File: config.mk
export PLATFORM = sky130hd
export DESIGN_NAME = packetizer
export DESIGN_NICKNAME = d
export VERILOG_FILES = /design/src/rtl/packetizer.sv
export SDC_FILE = /design/constraint.sdc
export NUM_CORES = 1
export LEC_CHECK = 0
export ABC_AREA = 1
export CORE_MARGIN = 2
export CORE_UTILIZATION = 47
export CTS_CLUSTER_SIZE = 30
export DETAILED_ROUTE_END_ITERATION = 16
export PLACE_DENSITY = 0.66
export SLEW_MARGIN = 20
export SYNTH_ARGS = -nofsm -noshare
export SYNTH_HDL_FRONTEND = slang
export SYNTH_SLANG_ARGS = --single-unit
export TNS_END_PERCENT = 5
File: constraint.sdc
create_clock -name clk -period 3.98 [get_ports clk]
set_clock_uncertainty 0.2 [all_clocks]
set_input_delay 0.597 -clock clk [delete_from_list [all_inputs] [get_ports clk]]
set_output_delay 0.597 -clock clk [all_outputs]
set_load 0.02 [all_outputs]
File: src/rtl/packetizer.sv
// packetizer -- transmit-side framer for the mixed BPSK/QPSK link.
//
// Each frame is a BPSK training run taken from a 7-bit LFSR, then a 64-symbol
// BPSK header {MCS, length, signature, 32 zeros}, then a BPSK or QPSK payload
// taken from an AXI-Stream byte source. One symbol is produced on every clk
// edge where clk_enable is high. A single invalid GAP symbol follows each frame.
//
// Ports
//   clk, rst        clock, synchronous active-high reset
//   clk_enable      symbol strobe; the FSM and symbol outputs advance only on enabled edges
//   start           frame request, sampled in IDLE on an enabled edge
//   cfg_mcs/len/sig frame configuration, latched at start (cfg_mcs[5]=1 -> BPSK payload)
//   s_tdata/s_tvalid/s_tready/s_tlast  payload AXIS sink (s_tlast is ignored)
//   sym_valid, sym_bpsk, sym_qpsk, is_bpsk, sym_last  registered symbol stream
//   busy            FSM is not IDLE
//   underrun        one-cycle pulse when a payload word was not available in time
module packetizer #(
  parameter int BYTES   = 1,
  parameter int TRN_LEN = 64
) (
  input  logic                 clk,
  input  logic                 rst,
  input  logic                 clk_enable,
  input  logic                 start,
  input  logic [7:0]           cfg_mcs,
  input  logic [15:0]          cfg_len,
  input  logic [7:0]           cfg_sig,
  input  logic [BYTES*8-1:0]   s_tdata,
  input  logic                 s_tvalid,
  output logic                 s_tready,
  input  logic                 s_tlast,
  output logic                 sym_valid,
  output logic                 sym_bpsk,
  output logic [1:0]           sym_qpsk,
  output logic                 is_bpsk,
  output logic                 sym_last,
  output logic                 busy,
  output logic                 underrun
);
  localparam int W  = BYTES * 8;
  localparam int CW = $clog2(W + 1);

  typedef enum logic [2:0] {IDLE, TRN, HDR, PLD, GAP} state_t;

  state_t        state_q, state_d;
  logic [15:0]   cnt_q, cnt_d;
  logic [6:0]    lfsr_q, lfsr_d;
  logic [7:0]    mcs_q, mcs_d, sig_q, sig_d;
  logic [15:0]   len_q, len_d, nsym_q, nsym_d;
  logic [16:0]   need_q, need_d, fetch_q, fetch_d;
  logic [W-1:0]  hold_q, hold_d, shift_q, shift_d;
  logic          hold_full_q, hold_full_d;
  logic [CW-1:0] shift_cnt_q, shift_cnt_d;
  logic          sym_valid_q, sym_valid_d, sym_bpsk_q, sym_bpsk_d;
  logic [1:0]    sym_qpsk_q, sym_qpsk_d;
  logic          is_bpsk_q, is_bpsk_d, sym_last_q, sym_last_d, underrun_q, underrun_d;

  logic          xfer, skip;
  logic [15:0]   nsym_new;
  logic [16:0]   bits_new;
  logic [63:0]   hdr;
  logic [W-1:0]  word;
  logic [CW-1:0] kbits;
  logic          unused_tlast;

  assign unused_tlast = s_tlast;

  // Symbol count and the number of words the payload will consume.
  assign nsym_new = cfg_mcs[5] ? cfg_len : {1'b0, cfg_len[15:1]};
  assign bits_new = cfg_mcs[5] ? {1'b0, nsym_new} : {nsym_new, 1'b0};
  assign hdr      = {mcs_q, len_q, sig_q, 32'h0};
  assign kbits    = mcs_q[5] ? CW'(1) : CW'(2);

  assign s_tready = ((state_q == HDR) || (state_q == PLD)) && !hold_full_q && (fetch_q < need_q);
  assign xfer     = s_tvalid && s_tready;

  always_comb begin
    state_d     = state_q;
    cnt_d       = cnt_q;
    lfsr_d      = lfsr_q;
    mcs_d       = mcs_q;
    sig_d       = sig_q;
    len_d       = len_q;
    nsym_d      = nsym_q;
    need_d      = need_q;
    hold_d      = hold_q;
    hold_full_d = hold_full_q;
    shift_d     = shift_q;
    shift_cnt_d = shift_cnt_q;
    sym_valid_d = sym_valid_q;
    sym_bpsk_d  = sym_bpsk_q;
    sym_qpsk_d  = sym_qpsk_q;
    is_bpsk_d   = is_bpsk_q;
    sym_last_d  = sym_last_q;
    underrun_d  = 1'b0;
    skip        = 1'b0;
    word        = shift_q;

    // AXIS side runs every clk, independent of the symbol strobe.
    if (xfer) begin
      hold_d      = s_tdata;
      hold_full_d = 1'b1;
    end

    if (clk_enable) begin
      case (state_q)
        IDLE: begin
          sym_valid_d = 1'b0;
          sym_bpsk_d  = 1'b0;
          sym_qpsk_d  = 2'b00;
          sym_last_d  = 1'b0;
          is_bpsk_d   = 1'b1;
          if (start) begin
            mcs_d   = cfg_mcs;
            len_d   = cfg_len;
            sig_d   = cfg_sig;
            nsym_d  = nsym_new;
            need_d  = (bits_new + 17'(W - 1)) / 17'(W);
            cnt_d   = 16'd0;
            lfsr_d  = 7'h7F;
            state_d = TRN;
          end
        end
        TRN: begin
          sym_valid_d = 1'b1;
          sym_bpsk_d  = lfsr_q[6];
          sym_qpsk_d  = {lfsr_q[6], lfsr_q[6]};
          sym_last_d  = 1'b0;
          is_bpsk_d   = 1'b1;
          lfsr_d      = {lfsr_q[5:0], lfsr_q[6] ^ lfsr_q[5]};
          if (cnt_q == 16'(TRN_LEN - 1)) begin
            cnt_d   = 16'd0;
            state_d = HDR;
          end else begin
            cnt_d = cnt_q + 16'd1;
          end
        end
        HDR: begin
          sym_valid_d = 1'b1;
          sym_bpsk_d  = hdr[6'd63 - cnt_q[5:0]];
          sym_qpsk_d  = {hdr[6'd63 - cnt_q[5:0]], hdr[6'd63 - cnt_q[5:0]]};
          is_bpsk_d   = 1'b1;
          sym_last_d  = (cnt_q == 16'd63) && (nsym_q == 16'd0);
          if (cnt_q == 16'd63) begin
            cnt_d   = 16'd0;
            state_d = (nsym_q != 16'd0) ? PLD : GAP;
          end else begin
            cnt_d = cnt_q + 16'd1;
          end
        end
        PLD: begin
          is_bpsk_d = mcs_q[5];
          if (shift_cnt_q == '0) begin
            // Shift register exhausted: take the next word, or skip the whole
            // word slot with zeros so the frame length stays fixed.
            if (hold_full_q) begin
              word        = hold_q;
              hold_full_d = 1'b0;
            end else begin
              word       = '0;
              skip       = 1'b1;
              underrun_d = 1'b1;
            end
            shift_cnt_d = CW'(W) - kbits;
          end else begin
            word        = shift_q;
            shift_cnt_d = shift_cnt_q - kbits;
          end
          shift_d     = mcs_q[5] ? {word[W-2:0], 1'b0} : {word[W-3:0], 2'b00};
          sym_valid_d = 1'b1;
          sym_bpsk_d  = word[W-1];
          sym_qpsk_d  = mcs_q[5] ? {word[W-1], word[W-1]} : word[W-1:W-2];
          if (cnt_q == nsym_q - 16'd1) begin
            sym_last_d = 1'b1;
            cnt_d      = 16'd0;
            state_d    = GAP;
          end else begin
            sym_last_d = 1'b0;
            cnt_d      = cnt_q + 16'd1;
          end
        end
        GAP: begin
          sym_valid_d = 1'b0;
          sym_bpsk_d  = 1'b0;
          sym_qpsk_d  = 2'b00;
          sym_last_d  = 1'b0;
          is_bpsk_d   = 1'b1;
          state_d     = IDLE;
        end
        default: state_d = IDLE;
      endcase
    end

    // A skipped slot counts as fetched so late data cannot overfill the frame.
    fetch_d = fetch_q + {16'd0, xfer} + {16'd0, skip};

    if (state_q == IDLE) begin
      hold_full_d = 1'b0;
      shift_cnt_d = '0;
      fetch_d     = '0;
    end
  end

  always_ff @(posedge clk) begin
    if (rst) begin
      state_q     <= IDLE;
      cnt_q       <= '0;
      lfsr_q      <= 7'h7F;
      mcs_q       <= '0;
      sig_q       <= '0;
      len_q       <= '0;
      nsym_q      <= '0;
      need_q      <= '0;
      fetch_q     <= '0;
      hold_q      <= '0;
      hold_full_q <= 1'b0;
      shift_q     <= '0;
      shift_cnt_q <= '0;
      sym_valid_q <= 1'b0;
      sym_bpsk_q  <= 1'b0;
      sym_qpsk_q  <= 2'b00;
      is_bpsk_q   <= 1'b1;
      sym_last_q  <= 1'b0;
      underrun_q  <= 1'b0;
    end else begin
      state_q     <= state_d;
      cnt_q       <= cnt_d;
      lfsr_q      <= lfsr_d;
      mcs_q       <= mcs_d;
      sig_q       <= sig_d;
      len_q       <= len_d;
      nsym_q      <= nsym_d;
      need_q      <= need_d;
      fetch_q     <= fetch_d;
      hold_q      <= hold_d;
      hold_full_q <= hold_full_d;
      shift_q     <= shift_d;
      shift_cnt_q <= shift_cnt_d;
      sym_valid_q <= sym_valid_d;
      sym_bpsk_q  <= sym_bpsk_d;
      sym_qpsk_q  <= sym_qpsk_d;
      is_bpsk_q   <= is_bpsk_d;
      sym_last_q  <= sym_last_d;
      underrun_q  <= underrun_d;
    end
  end

  assign sym_valid = sym_valid_q;
  assign sym_bpsk  = sym_bpsk_q;
  assign sym_qpsk  = sym_qpsk_q;
  assign is_bpsk   = is_bpsk_q;
  assign sym_last  = sym_last_q;
  assign underrun  = underrun_q;
  assign busy      = (state_q != IDLE);

endmodule

==> flow_summary.html, run 1 <==
<table>
<tr><th>Metric</th><th>Value</th></tr>
<tr><th colspan="2">Run status</th></tr>
<tr><td>Status</td><td>finished, final reports clean</td></tr>
<tr><th colspan="2">Cells and area</th></tr>
<tr><td>Share of cells above drive strength 1</td><td>9.11%</td></tr>
<tr><td>Commonest cells after routing, fill and taps aside</td><td>nand2_1 (229), inv_1 (132), dfxtp_1 (131)</td></tr>
<tr><td>Area added between synthesis and finish</td><td>18.2%</td></tr>
<tr><td>Antenna Cells</td><td>0</td></tr>
<tr><td>Final Net Count</td><td>1162</td></tr>
<tr><td>Post-layout utilization of the core</td><td>56.6%</td></tr>
<tr><td>Non-filler cells in the finished layout</td><td>1297</td></tr>
<tr><td>Filler cell count</td><td>1457</td></tr>
<tr><td>Most frequent standard cell in the layout excluding fill and tap cells</td><td>nand2_1</td></tr>
<tr><th colspan="2">Floorplan</th></tr>
<tr><td>Core Rows</td><td>45</td></tr>
<tr><td>Die H</td><td>128 um</td></tr>
<tr><td>Starting density of the core</td><td>47.9%</td></tr>
<tr><td>Number of placed I/O pins</td><td>55</td></tr>
<tr><td>Die area</td><td>16400 um^2</td></tr>
<tr><td>Std-Cell Core Area</td><td>15100 um^2</td></tr>
<tr><td>Die width</td><td>128 um</td></tr>
<tr><th colspan="2">GRT</th></tr>
<tr><td>Number of global-route vias before repair</td><td>6252</td></tr>
<tr><td>First-pass GRT wire length</td><td>29.9 mm</td></tr>
<tr><td>Largest net degree at the start of global routing</td><td>53</td></tr>
<tr><td>GRT Overall Usage</td><td>22.6%</td></tr>
<tr><td>Antenna violations before repair</td><td>0</td></tr>
<tr><td>Sum of overflow across all layers after global routing</td><td>0</td></tr>
<tr><th colspan="2">Drt</th></tr>
<tr><td>Remaining number of nets flagged by the antenna check after routing</td><td>0</td></tr>
<tr><td>Vias per cell</td><td>5.18</td></tr>
<tr><td>Number of vias in the routed layout</td><td>6718</td></tr>
<tr><td>Drt first pass iters</td><td>5</td></tr>
<tr><td>Iteration-0 DRC Markers</td><td>445</td></tr>
<tr><td>Final Routed Wirelength</td><td>17.4 mm</td></tr>
<tr><td>Post-detailed-route DRC marker count</td><td>0</td></tr>
<tr><td>Routed wirelength normalized by instance count</td><td>13.4 um</td></tr>
<tr><th colspan="2">Pwr</th></tr>
<tr><td>Leak Pwr</td><td>3.55 nW</td></tr>
<tr><td>P per Cell Area</td><td>537 nW/um^2</td></tr>
<tr><td>Worst voltage drop across the vdd grid</td><td>0.309 mV</td></tr>
<tr><td>Overall power of the completed layout</td><td>4.60 mW</td></tr>
<tr><th colspan="2">STA</th></tr>
<tr><td>Pins Over Slew Limit</td><td>0</td></tr>
<tr><td>Achievable Freq</td><td>279 MHz</td></tr>
<tr><td>Final number of setup-violating endpoints</td><td>0</td></tr>
<tr><td>Total Negative Setup Slacks</td><td>0 ps</td></tr>
<tr><td>Hold violation count in the final report</td><td>0</td></tr>
<tr><td>Min setup slack post-route</td><td>398 ps</td></tr>
<tr><td>Min Clock Period, post-route</td><td>3580 ps</td></tr>
<tr><td>Tightest slew margin relative to the limit</td><td>50.6%</td></tr>
<tr><td>Setup repair after global routing missed its margin</td><td>no</td></tr>
<tr><td>Worst Max-Slew Pin Slew</td><td>740 ps</td></tr>
<tr><td>Ratio of final minimum period to clock period</td><td>90.0%</td></tr>
<tr><th colspan="2">Clock network</th></tr>
<tr><td>Maximum level of the CTS H-tree</td><td>4</td></tr>
<tr><td>Number of clock sinks</td><td>131</td></tr>
<tr><td>Maximum root-to-sink buffer count</td><td>2</td></tr>
<tr><td>Post-CTS clock slew at the launch and capture registers of the worst setup and hold paths</td><td>60 ps</td></tr>
<tr><td>Cell at the root of the clock tree</td><td>clkbuf_16</td></tr>
<tr><td>TritonCTS clock tree</td><td>yes</td></tr>
<tr><td>Total CTS buffers</td><td>17</td></tr>
<tr><td>Clock Latency Late Sink</td><td>410 ps</td></tr>
<tr><th colspan="2">Setup path</th></tr>
<tr><td>Type of element launching the critical path</td><td>flop</td></tr>
<tr><td>Cell with the largest stage delay on the worst path</td><td>fa_2</td></tr>
<tr><td>Critical path class</td><td>reg2reg</td></tr>
<tr><td>Sort of element at the end of the critical path</td><td>flop</td></tr>
<tr><td>Cell chain of the critical path</td><td>inv_1, ha_1, nand2_1, inv_1, o21ai_0, nand3_1, nand2_1, nand2_1, nand2_1, nand2_1, a21oi_2, nand2_2, fa_2, inv_1, ha_1, nand2_2, nor4_4, nand2_1, nor2_1, nand2_1, nor3_4, nand2_2, o21ai_0, nor3b_1</td></tr>
<tr><td>Critical Path Max Stage Delay</td><td>380 ps</td></tr>
<tr><td>Largest driver fanout on the critical path</td><td>4</td></tr>
<tr><td>CP most frequent cell</td><td>nand2_1</td></tr>
<tr><td>Arrival time of data at the critical path endpoint</td><td>3720 ps</td></tr>
<tr><td>Crit path required time</td><td>4120 ps</td></tr>
<tr><th colspan="2">Placed design</th></tr>
<tr><td>Minimum setup slack after placement</td><td>116 ps</td></tr>
<tr><td>Cell total after placement</td><td>1265</td></tr>
<tr><td>Number of I/O port buffers</td><td>53</td></tr>
<tr><td>Final weighted congestion of routability-driven global placement</td><td>0.848</td></tr>
<tr><td>DP Wirelength</td><td>12.5 mm</td></tr>
<tr><th colspan="2">Synthesis</th></tr>
<tr><td>Async set-reset flop share out of synthesis</td><td>0%</td></tr>
<tr><td>Yosys warns</td><td>0</td></tr>
<tr><td>Instance count of the mapped netlist</td><td>1059</td></tr>
<tr><td>Dominant register cell in the synthesized netlist</td><td>dfxtp_1</td></tr>
<tr><td>Seq cells post-synth</td><td>131</td></tr>
<tr><td>Post-synth design cell area</td><td>7250 um^2</td></tr>
<tr><td>Proportion of synthesized chip area in sequential cells</td><td>36.2%</td></tr>
<tr><td>Post-Syn Nets</td><td>1125</td></tr>
<tr><td>Avg Cell Area, Syn</td><td>6.85 um^2</td></tr>
<tr><td>Number of library cell types mapped by synthesis</td><td>50</td></tr>
<tr><td>Count of flip-flops with a built-in enable after synthesis</td><td>0</td></tr>
<tr><th colspan="2">Min path</th></tr>
<tr><td>Class of the most critical hold timing path</td><td>in2reg</td></tr>
<tr><th colspan="2">Job</th></tr>
<tr><td>Max-cap violation count</td><td>0</td></tr>
</table>
==> synthesized netlist by cell type, types with 2 or more instances <==
master | n | share of area, %
a211oi_1 | 4 | 0.41
a21oi_1 | 98 | 6.8
a221oi_1 | 10 | 1.2
a31oi_1 | 3 | 0.26
and3_1 | 2 | 0.17
buf_2 | 10 | 0.69
buf_4 | 3 | 0.31
clkbuf_1 | 31 | 1.6
clkbuf_2 | 2 | 0.14
dfxtp_1 | 131 | 36
fa_1 | 2 | 0.55
ha_1 | 18 | 3.1
inv_1 | 132 | 6.8
inv_2 | 9 | 0.47
nand2_1 | 232 | 12
nand2_2 | 2 | 0.17
nand2_4 | 2 | 0.31
nand3_1 | 62 | 4.3
nand3_2 | 6 | 0.83
nand4_1 | 11 | 0.95
nor2_1 | 97 | 5.0
nor2_2 | 14 | 1.2
nor2_4 | 4 | 0.62
nor3_1 | 20 | 1.4
nor3_2 | 5 | 0.69
nor3b_1 | 4 | 0.41
nor4_1 | 5 | 0.43
nor4_2 | 2 | 0.35
o211ai_1 | 21 | 2.2
o21a_1 | 4 | 0.41
o21ai_0 | 63 | 4.3
o21ai_1 | 2 | 0.14
o221ai_1 | 4 | 0.48
o22ai_1 | 3 | 0.26
or2_2 | 3 | 0.26
xnor2_1 | 5 | 0.60
xor2_1 | 20 | 2.4
==> what timing repair did <==
action / in CTS / in global routing
buffers inserted: 0 / 0
resized for setup: 0 / 9
hold endpoints to repair: 0 / 0
hold buffers: 0 / 0
endpoints found under the setup margin: 0 / 4
==> power by group <==
| part | switching (mW) | internal [mW] | leakage (nW) |
|---|---|---|---|
| clock network | 0.567 | 1.11 | 0.309 |
| logic | 0.881 | 0.465 | 2.17 |
| registers | 0.109 | 1.47 | 1.07 |
| total | 1.56 | 3.04 | 3.55 |
==> metal layers <==
metal	GRT usage (%)	share of wire (%)	vias to the layer above
met5	0	0	-
met4	5.43	0.79	0
met3	4.63	3.6	12
met2	37.1	46	102
met1	30.4	49	3065
li1	-	-	3539
==> kinds of logic (layout without fill, tap and decap cells) <==
family	Yosys count	in the layout	synth area share (%)
buffers and inverters	190	240	10.3
adder cells (fa/ha/maj)	20	20	3.66
AND/OR/NAND/NOR	473	473	29.3
AO/OA/AOI/OAI	220	220	17.6
XOR/XNOR	25	25	3.02
flip-flops	131	131	36.2
==> worst max-delay path: cells and delay by family (launching register included) <==
kind	cells	cell delay [ps]
fa+ha+maj	3	850
buf+inv	3	160
flops	1	330
simple gates	15	1520
compound gates	3	430
==> metrics by stage <==
stage                     hold slack (ps)  instance area (um^2)
after floorplan                       220                  7250
after global placement                234                  7900
after detailed placement              240                  7900
after CTS                             199                  8530
after global routing                  206                  8570
final                                 204                  8570
==> registers in the layout (all words and copies together) (netlist names), 8 cells and up <==
name     flops
cnt_q       16
fetch_q     17
nsym_q      16
len_q       16
sig_q        8
hold_q       8
need_q      14
mcs_q        8
==> worst paths after layout <==
check                 start           to  slack [ps]  cells past startpoint
hold / removal          rst   shift_q[1]         200                      2
setup / recovery  need_q[2]  fetch_q[16]         400                     24
hold reg to reg   lfsr_q[0]    lfsr_q[0]         250                      2
setup reg to reg  need_q[2]  fetch_q[16]         400                     24
==> final cells by class <==
class                   instances  area (um^2)  share of cell area (%)
clock buffers                  23          488                    5.70
clock inverters                 9          150                    1.75
inverters                     142          533                    6.22
multi-input cells             738         3920                    45.7
flip-flops and latches        131         2620                    30.6
well taps                     188          235                    2.75
repair buffers                 66          623                    7.27
No activity file was read; power rests on OpenSTA's default activity.
==> run 2: changes to the inputs <==
- CORE_MARGIN: 2 -> 10
==> run 2 against run 1 <==
Compared with the run above:
- cell count increased by 0.23%
- die area up 27%
- fmax fell by 5.2%
- register-to-register slack got worse by 190 ps
- utilization about the same
- non-clock buffer count is 3 higher
- largest power group is now registers
- routed wire length grew 4.9%
==> flow_summary.html, run 2 (same netlist as run 1, synthesis figures left out) <==
<table>
<tr><th>Metric</th><th>Value</th></tr>
<tr><th colspan="2">Drt</th></tr>
<tr><td>Remaining number of nets flagged by the antenna check after routing</td><td>0 (unchanged)</td></tr>
<tr><td>Number of vias in the routed layout</td><td>6725 (+0.10%)</td></tr>
<tr><td>Iteration-0 DRC Markers</td><td>405 (-9.0%)</td></tr>
<tr><td>Routed wirelength normalized by instance count</td><td>14.0 um (+4.6%)</td></tr>
<tr><td>Final Routed Wirelength</td><td>18.2 mm (+4.9%)</td></tr>
<tr><td>Vias per cell</td><td>5.17 (-0.13%)</td></tr>
<tr><td>Post-detailed-route DRC marker count</td><td>0 (unchanged)</td></tr>
<tr><td>Drt first pass iters</td><td>4 (-1)</td></tr>
<tr><th colspan="2">GRT</th></tr>
<tr><td>Largest net degree at the start of global routing</td><td>55 (+3.8%)</td></tr>
<tr><td>First-pass GRT wire length</td><td>29.9 mm (+0.23%)</td></tr>
<tr><td>GRT Overall Usage</td><td>17.8% (-4.7 points)</td></tr>
<tr><td>Sum of overflow across all layers after global routing</td><td>0 (unchanged)</td></tr>
<tr><td>Antenna violations before repair</td><td>0 (unchanged)</td></tr>
<tr><td>Number of global-route vias before repair</td><td>6223 (-0.46%)</td></tr>
<tr><th colspan="2">Clock network</th></tr>
<tr><td>Maximum root-to-sink buffer count</td><td>2 (unchanged)</td></tr>
<tr><td>Total CTS buffers</td><td>17 (unchanged)</td></tr>
<tr><td>Maximum level of the CTS H-tree</td><td>4 (unchanged)</td></tr>
<tr><td>Post-CTS clock slew at the launch and capture registers of the worst setup and hold paths</td><td>60 ps (about the same)</td></tr>
<tr><td>Cell at the root of the clock tree</td><td>clkbuf_16</td></tr>
<tr><td>Post-CTS Hold Buffers</td><td>0 (unchanged)</td></tr>
<tr><td>Clock Latency Late Sink</td><td>420 ps (about the same)</td></tr>
<tr><td>Number of clock sinks</td><td>131 (unchanged)</td></tr>
<tr><td>TritonCTS clock tree</td><td>yes</td></tr>
<tr><th colspan="2">Setup path</th></tr>
<tr><td>R2R Path Start</td><td>need_q[2]</td></tr>
<tr><td>Critical path class</td><td>reg2reg</td></tr>
<tr><td>Arrival time of data at the critical path endpoint</td><td>3920 ps (+200 ps)</td></tr>
<tr><td>Largest driver fanout on the critical path</td><td>4 (unchanged)</td></tr>
<tr><td>Type of element launching the critical path</td><td>flop</td></tr>
<tr><td>Crit path required time</td><td>4120 ps (about the same)</td></tr>
<tr><td>CP startpoint</td><td>need_q[2]</td></tr>
<tr><td>Sort of element at the end of the critical path</td><td>flop</td></tr>
<tr><th colspan="2">Pwr</th></tr>
<tr><td>Leak Pwr</td><td>3.52 nW (-0.86%)</td></tr>
<tr><td>Worst voltage drop across the vdd grid</td><td>0.300 mV (-2.9%)</td></tr>
<tr><td>P per Cell Area</td><td>526 nW/um^2 (-2.0%)</td></tr>
<tr><th colspan="2">Job</th></tr>
<tr><td>Max-cap violation count</td><td>0 (unchanged)</td></tr>
<tr><th colspan="2">STA</th></tr>
<tr><td>Total Negative Setup Slacks</td><td>0 ps (unchanged)</td></tr>
<tr><td>Hold violation count in the final report</td><td>0 (unchanged)</td></tr>
<tr><td>Pins Over Slew Limit</td><td>0 (unchanged)</td></tr>
<tr><td>Hold WS</td><td>217 ps (+13.3 ps)</td></tr>
<tr><td>Ratio of final minimum period to clock period</td><td>94.9% (+4.9 points)</td></tr>
<tr><td>Achievable Freq</td><td>265 MHz (-5.2%)</td></tr>
<tr><td>Min setup slack post-route</td><td>203 ps (-195 ps)</td></tr>
<tr><td>Final number of setup-violating endpoints</td><td>0 (unchanged)</td></tr>
<tr><td>Worst Max-Slew Pin Slew</td><td>937 ps (+197 ps)</td></tr>
<tr><td>Tightest slew margin relative to the limit</td><td>37.5% (-13 points)</td></tr>
<tr><td>Min Clock Period, post-route</td><td>3780 ps (+195 ps)</td></tr>
<tr><th colspan="2">Cells and area</th></tr>
<tr><td>Antenna Cells</td><td>0 (unchanged)</td></tr>
<tr><td>Non-filler cells in the finished layout</td><td>1300 (+0.23%)</td></tr>
<tr><td>Post-layout utilization of the core</td><td>56.5% (about the same)</td></tr>
<tr><td>Most frequent standard cell in the layout excluding fill and tap cells</td><td>nand2_1</td></tr>
<tr><td>Area added between synthesis and finish</td><td>18.1% (about the same)</td></tr>
<tr><td>Register bank with the most flops</td><td>fetch_q</td></tr>
<tr><td>Share of cells above drive strength 1</td><td>10.1% (+0.96 points)</td></tr>
<tr><td>Commonest cells after routing, fill and taps aside</td><td>nand2_1 (229), inv_1 (132), dfxtp_1 (129)</td></tr>
<tr><td>Final Net Count</td><td>1165 (+0.26%)</td></tr>
<tr><td>Filler cell count</td><td>1459 (+0.14%)</td></tr>
<tr><td>Max reg flops</td><td>17 (unchanged)</td></tr>
<tr><th colspan="2">Min path</th></tr>
<tr><td>Hold path start</td><td>rst</td></tr>
<tr><td>Class of the most critical hold timing path</td><td>in2reg</td></tr>
<tr><th colspan="2">Floorplan</th></tr>
<tr><td>Die H</td><td>144 um (+12%)</td></tr>
<tr><td>Number of placed I/O pins</td><td>55 (unchanged)</td></tr>
<tr><td>Die area</td><td>20800 um^2 (+27%)</td></tr>
<tr><td>Core Rows</td><td>45 (unchanged)</td></tr>
<tr><td>Starting density of the core</td><td>47.9% (unchanged)</td></tr>
<tr><td>Die width</td><td>144 um (+12%)</td></tr>
<tr><td>Std-Cell Core Area</td><td>15100 um^2 (unchanged)</td></tr>
<tr><th colspan="2">Run status</th></tr>
<tr><td>Status</td><td>finished, final reports clean</td></tr>
<tr><th colspan="2">Placed design</th></tr>
<tr><td>Cell total after placement</td><td>1265 (unchanged)</td></tr>
<tr><td>Final weighted congestion of routability-driven global placement</td><td>0.859 (+1.4%)</td></tr>
<tr><td>Number of I/O port buffers</td><td>53 (unchanged)</td></tr>
<tr><td>Minimum setup slack after placement</td><td>41.2 ps (-75.2 ps)</td></tr>
<tr><td>DP Wirelength</td><td>13.0 mm (+4.3%)</td></tr>
</table>
run 2: cell types whose count changed in the layout (fill, tap and decap cells not counted), sizes merged:
| cell | before | now |
|---|---|---|
| clkinv | 4 | 7 |
| buf | 14 | 17 |
| bufinv | 4 | 2 |
| clkbuf | 23 | 20 |
| clkinvlp | 2 | 4 |
run 2: where the power goes:
| group | leakage (nW) | switching (mW) | internal [mW] | total (mW) |
|---|---|---|---|---|
| Clock | 0.284 | 0.591 | 0.970 | 1.56 |
| Sequential | 1.07 | 0.105 | 1.47 | 1.57 |
| Combinational | 2.17 | 0.899 | 0.473 | 1.37 |
| Total | 3.52 | 1.59 | 2.91 | 4.50 |
run 2: path summary, 6_finish.rpt:
check	endpoint	slack, ps	depth (start not counted)
worst max-delay path	fetch_q[16]	200	24
worst min-delay path	shift_q[1]	220	2
worst max register to register	fetch_q[16]	200	24
worst min register to register	lfsr_q[0]	260	2
run 2: timing repair:
action | CTS | global route
resized for setup | 0 | 17
endpoints found under the setup margin | 0 | 4
setup buffers | 0 | 3
run 2: worst max-delay path, stage by stage, from the launching register on:
cell,delay [ps]
dfxtp_2,320
inv_1,40
ha_1,290
nand2_1,60
inv_1,30
o21ai_1,100
nand3_1,90
nand2_1,70
nand2_1,70
nand2_1,70
nand2_1,60
a21oi_2,190
nand2_2,100
fa_2,370
inv_1,90
ha_2,180
nand2_2,90
nor4_4,290
nand2_1,100
nor2_2,130
nand2_1,80
nor3_2,240
nand2_2,120
o21ai_1,140
nor3b_2,160
run 2: layer usage:
metal  part of all wire (%)  vias up  wire length [um]  global-route usage (%)
met1                     49     3090              8900                    23.6
met2                     47       77              8590                    28.2
met5                      0        -                 0                       0
li1                       -     3547                 -                       -
met4                   0.88        0               160                    5.27
met3                    3.2       11               581                    4.33
run 2: through the flow:
step	area, um^2	power [mW]
2_1_floorplan	7250	2.60
3_3_place_gp	7900	2.93
3_5_place_dp	7900	2.95
4_1_cts	8490	4.53
5_1_grt	8560	4.81
6_report	8560	4.50
run 2: final cells by class:
cell class,count,area [um^2],share of cell area (%)
multi-input cells,738,3930,45.9
flip-flops and latches,131,2630,30.7
repair buffers,69,646,7.54
inverters,142,533,6.22
clock buffers,20,467,5.45
well taps,188,235,2.75
clock inverters,12,131,1.53
==> run 3: changes to the inputs <==
- CORE_UTILIZATION: 47 -> 35
- PLACE_DENSITY: 0.66 -> not set
==> run 3 against run 2 <==
Compared with the run above:
- fmax rose by 3.1%
- largest cell class unchanged
- design area grew 1.5%
- critical path depth unchanged
- clock power grew 5%
- utilization down 14 points
- combinational power hardly changed
- sequential power about the same
- routed wire length up 2.5%
==> flow_summary.html, run 3 (same netlist as run 1, synthesis figures left out) <==
<table>
<tr><th>Metric</th><th>Value</th></tr>
<tr><th colspan="2">STA</th></tr>
<tr><td>Ratio of final minimum period to clock period</td><td>92.1% (-2.8 points)</td></tr>
<tr><td>Achievable Freq</td><td>273 MHz (+3.1%)</td></tr>
<tr><td>Final number of setup-violating endpoints</td><td>0 (unchanged)</td></tr>
<tr><td>Min Clock Period, post-route</td><td>3660 ps (-112 ps)</td></tr>
<tr><td>Pins Over Slew Limit</td><td>0 (unchanged)</td></tr>
<tr><td>Hold violation count in the final report</td><td>0 (unchanged)</td></tr>
<tr><td>Worst Max-Slew Pin Slew</td><td>1040 ps (+108 ps)</td></tr>
<tr><td>Tightest slew margin relative to the limit</td><td>30.3% (-7.2 points)</td></tr>
<tr><td>Min setup slack post-route</td><td>315 ps (+112 ps)</td></tr>
<tr><th colspan="2">Floorplan</th></tr>
<tr><td>Starting density of the core</td><td>35.7% (-12 points)</td></tr>
<tr><td>Core Rows</td><td>52 (+16%)</td></tr>
<tr><td>Die area</td><td>26900 um^2 (+29%)</td></tr>
<tr><td>Std-Cell Core Area</td><td>20300 um^2 (+34%)</td></tr>
<tr><td>Number of placed I/O pins</td><td>55 (unchanged)</td></tr>
<tr><td>Die H</td><td>164 um (+14%)</td></tr>
<tr><td>Die width</td><td>164 um (+14%)</td></tr>
<tr><th colspan="2">Placed design</th></tr>
<tr><td>Final weighted congestion of routability-driven global placement</td><td>0.866 (+0.80%)</td></tr>
<tr><td>Minimum setup slack after placement</td><td>150 ps (+109 ps)</td></tr>
<tr><td>DP Wirelength</td><td>13.3 mm (+2.1%)</td></tr>
<tr><td>Number of I/O port buffers</td><td>53 (unchanged)</td></tr>
<tr><th colspan="2">Setup path</th></tr>
<tr><td>R2R Path Start</td><td>need_q[2]</td></tr>
<tr><td>Cell with the largest stage delay on the worst path</td><td>fa_2</td></tr>
<tr><td>Crit path required time</td><td>4130 ps (about the same)</td></tr>
<tr><td>Sort of element at the end of the critical path</td><td>flop</td></tr>
<tr><td>CP startpoint</td><td>need_q[2]</td></tr>
<tr><td>Type of element launching the critical path</td><td>flop</td></tr>
<tr><td>Critical Path Max Stage Delay</td><td>380 ps (about the same)</td></tr>
<tr><td>Largest driver fanout on the critical path</td><td>4 (unchanged)</td></tr>
<tr><td>Critical path class</td><td>reg2reg</td></tr>
<tr><td>CP most frequent cell</td><td>nand2_1</td></tr>
<tr><td>Arrival time of data at the critical path endpoint</td><td>3810 ps (-110 ps)</td></tr>
<tr><td>Cell chain of the critical path</td><td>inv_1, ha_1, nand2_1, inv_1, o21ai_1, nand3_1, nand2_1, nand2_1, nand2_1, nand2_1, a21oi_2, nand2_2, fa_2, inv_4, ha_4, nand2_2, nor4_4, nand2_1, nor2_2, nand2_1, nor3_2, nand2_2, o21ai_2, nor3b_2</td></tr>
<tr><th colspan="2">Job</th></tr>
<tr><td>Max-cap violation count</td><td>0 (unchanged)</td></tr>
<tr><th colspan="2">Drt</th></tr>
<tr><td>Remaining number of nets flagged by the antenna check after routing</td><td>0 (unchanged)</td></tr>
<tr><td>Routed wirelength normalized by instance count</td><td>13.5 um (-3.5%)</td></tr>
<tr><td>Post-detailed-route DRC marker count</td><td>0 (unchanged)</td></tr>
<tr><td>Vias per cell</td><td>4.85 (-6.2%)</td></tr>
<tr><td>Number of vias in the routed layout</td><td>6700 (-0.37%)</td></tr>
<tr><td>Drt first pass iters</td><td>4 (unchanged)</td></tr>
<tr><td>Final Routed Wirelength</td><td>18.7 mm (+2.5%)</td></tr>
<tr><td>Iteration-0 DRC Markers</td><td>413 (+2.0%)</td></tr>
<tr><th colspan="2">Cells and area</th></tr>
<tr><td>Area added between synthesis and finish</td><td>19.9%</td></tr>
<tr><td>Area occupied by registers</td><td>2630 um^2 (unchanged)</td></tr>
<tr><td>Post-layout utilization of the core</td><td>42.8% (-14 points)</td></tr>
<tr><td>Share of cells above drive strength 1</td><td>9.72% (-0.35 points)</td></tr>
<tr><td>Final Net Count</td><td>1164 (-0.086%)</td></tr>
<tr><td>Most frequent standard cell in the layout excluding fill and tap cells</td><td>nand2_1</td></tr>
<tr><td>Commonest cells after routing, fill and taps aside</td><td>nand2_1 (229), inv_1 (131), dfxtp_1 (129)</td></tr>
<tr><td>Max reg flops</td><td>17 (unchanged)</td></tr>
<tr><td>Multi-input logic area</td><td>3930 um^2 (+0.16%)</td></tr>
<tr><td>Antenna Cells</td><td>0 (unchanged)</td></tr>
<tr><td>Filler cell count</td><td>2145 (+47%)</td></tr>
<tr><td>Register bank with the most flops</td><td>fetch_q</td></tr>
<tr><th colspan="2">Min path</th></tr>
<tr><td>Hold path start</td><td>hold_q[7]</td></tr>
<tr><td>Class of the most critical hold timing path</td><td>reg2reg</td></tr>
<tr><th colspan="2">GRT</th></tr>
<tr><td>Antenna violations before repair</td><td>0 (unchanged)</td></tr>
<tr><td>Sum of overflow across all layers after global routing</td><td>0 (unchanged)</td></tr>
<tr><td>First-pass GRT wire length</td><td>31.1 mm (+3.9%)</td></tr>
<tr><td>Largest net degree at the start of global routing</td><td>88 (+60%)</td></tr>
<tr><td>GRT Overall Usage</td><td>14.0% (-3.8 points)</td></tr>
<tr><td>Number of global-route vias before repair</td><td>6319 (+1.5%)</td></tr>
<tr><th colspan="2">Clock network</th></tr>
<tr><td>Maximum level of the CTS H-tree</td><td>4 (unchanged)</td></tr>
<tr><td>Total CTS buffers</td><td>17 (unchanged)</td></tr>
<tr><td>Cell at the root of the clock tree</td><td>clkbuf_16</td></tr>
<tr><td>TritonCTS clock tree</td><td>yes</td></tr>
<tr><td>Post-CTS clock slew at the launch and capture registers of the worst setup and hold paths</td><td>60 ps (about the same)</td></tr>
<tr><td>Number of clock sinks</td><td>131 (unchanged)</td></tr>
<tr><td>Maximum root-to-sink buffer count</td><td>2 (unchanged)</td></tr>
<tr><td>Post-CTS Hold Buffers</td><td>0 (unchanged)</td></tr>
<tr><td>Clock Latency Late Sink</td><td>420 ps (about the same)</td></tr>
<tr><th colspan="2">Run status</th></tr>
<tr><td>Status</td><td>finished, final reports clean</td></tr>
<tr><th colspan="2">Pwr</th></tr>
<tr><td>Leak Pwr</td><td>3.54 nW (+0.62%)</td></tr>
<tr><td>Worst voltage drop across the vdd grid</td><td>0.316 mV (+5.6%)</td></tr>
<tr><td>P per Cell Area</td><td>528 nW/um^2 (+0.48%)</td></tr>
</table>
run 3: cell types whose count changed in the layout (fill, tap and decap cells not counted), moves of 2 or more:
cell	change
clkinvlp_4	-4
clkbuf_1	+3
clkinv_2	+3
buf_4	-2
bufinv_16	+2
clkbuf_8	-2
clkinv_4	-2
run 3: critical path, delay by kind of cell (launching register included):
kind,cells,cell delay [ps]
AOI/OAI and AO/OA,3,440
adders and majority gates,3,810
buffers and inverters,3,150
DFF,1,320
and+or+nand+nor,15,1660
run 3: metrics by stage:
stage / hold slack (ps) / instance area [um^2] / instances / total power [mW] / setup TNS [ps]
6_report: 247 / 8690 / 1381 / 4.59 / 0
5_1_grt: 277 / 8690 / 1381 / 4.91 / -92.6
4_1_cts: 252 / 8630 / 1380 / 4.62 / 0
3_5_place_dp: 243 / 8020 / 1348 / 2.97 / 0
3_3_place_gp: 236 / 8020 / 1348 / 2.95 / 0
2_1_floorplan: 220 / 7250 / 1059 / 2.60 / 0
run 3: timing repair:
action                                 CTS  global route
setup buffers                            0             1
endpoints found under the hold margin    0             0
resized for setup                        0            19
setup endpoints to repair                0             3
run 3: power by group:
part | internal [mW] | total (mW) | leakage, nW | switching [mW]
sequential | 1.47 | 1.58 | 1.07 | 0.110
combinational | 0.476 | 1.38 | 2.17 | 0.901
clock | 1.06 | 1.64 | 0.304 | 0.580
run 3: final timing paths:
check,to,cells past startpoint,slack [ps]
setup reg to reg,fetch_q[16],24,320
hold / removal,hold_q[7],2,250
hold reg to reg,hold_q[7],2,250
setup / recovery,fetch_q[16],24,320
run 3: cell type report:
class | count | share of cell area [%]
sequential | 131 | 30.2
timing repair buffer | 68 | 7.49
multi-input combinational | 738 | 45.2
inverter | 142 | 6.16
clock inverter | 11 | 1.83
tap | 270 | 3.89
clock buffer | 21 | 5.18
run 3: per-layer routing:
layer  up-vias  GRT usage (%)  share of wire, %  routed length (um)
met5         -              0                 0                   0
met4         0           3.86              0.82                 153
met3        15           3.18               2.8                 527
met2        77           23.2                48                8980
met1      3069           18.0                48                9030
li1       3539              -                 -                   -
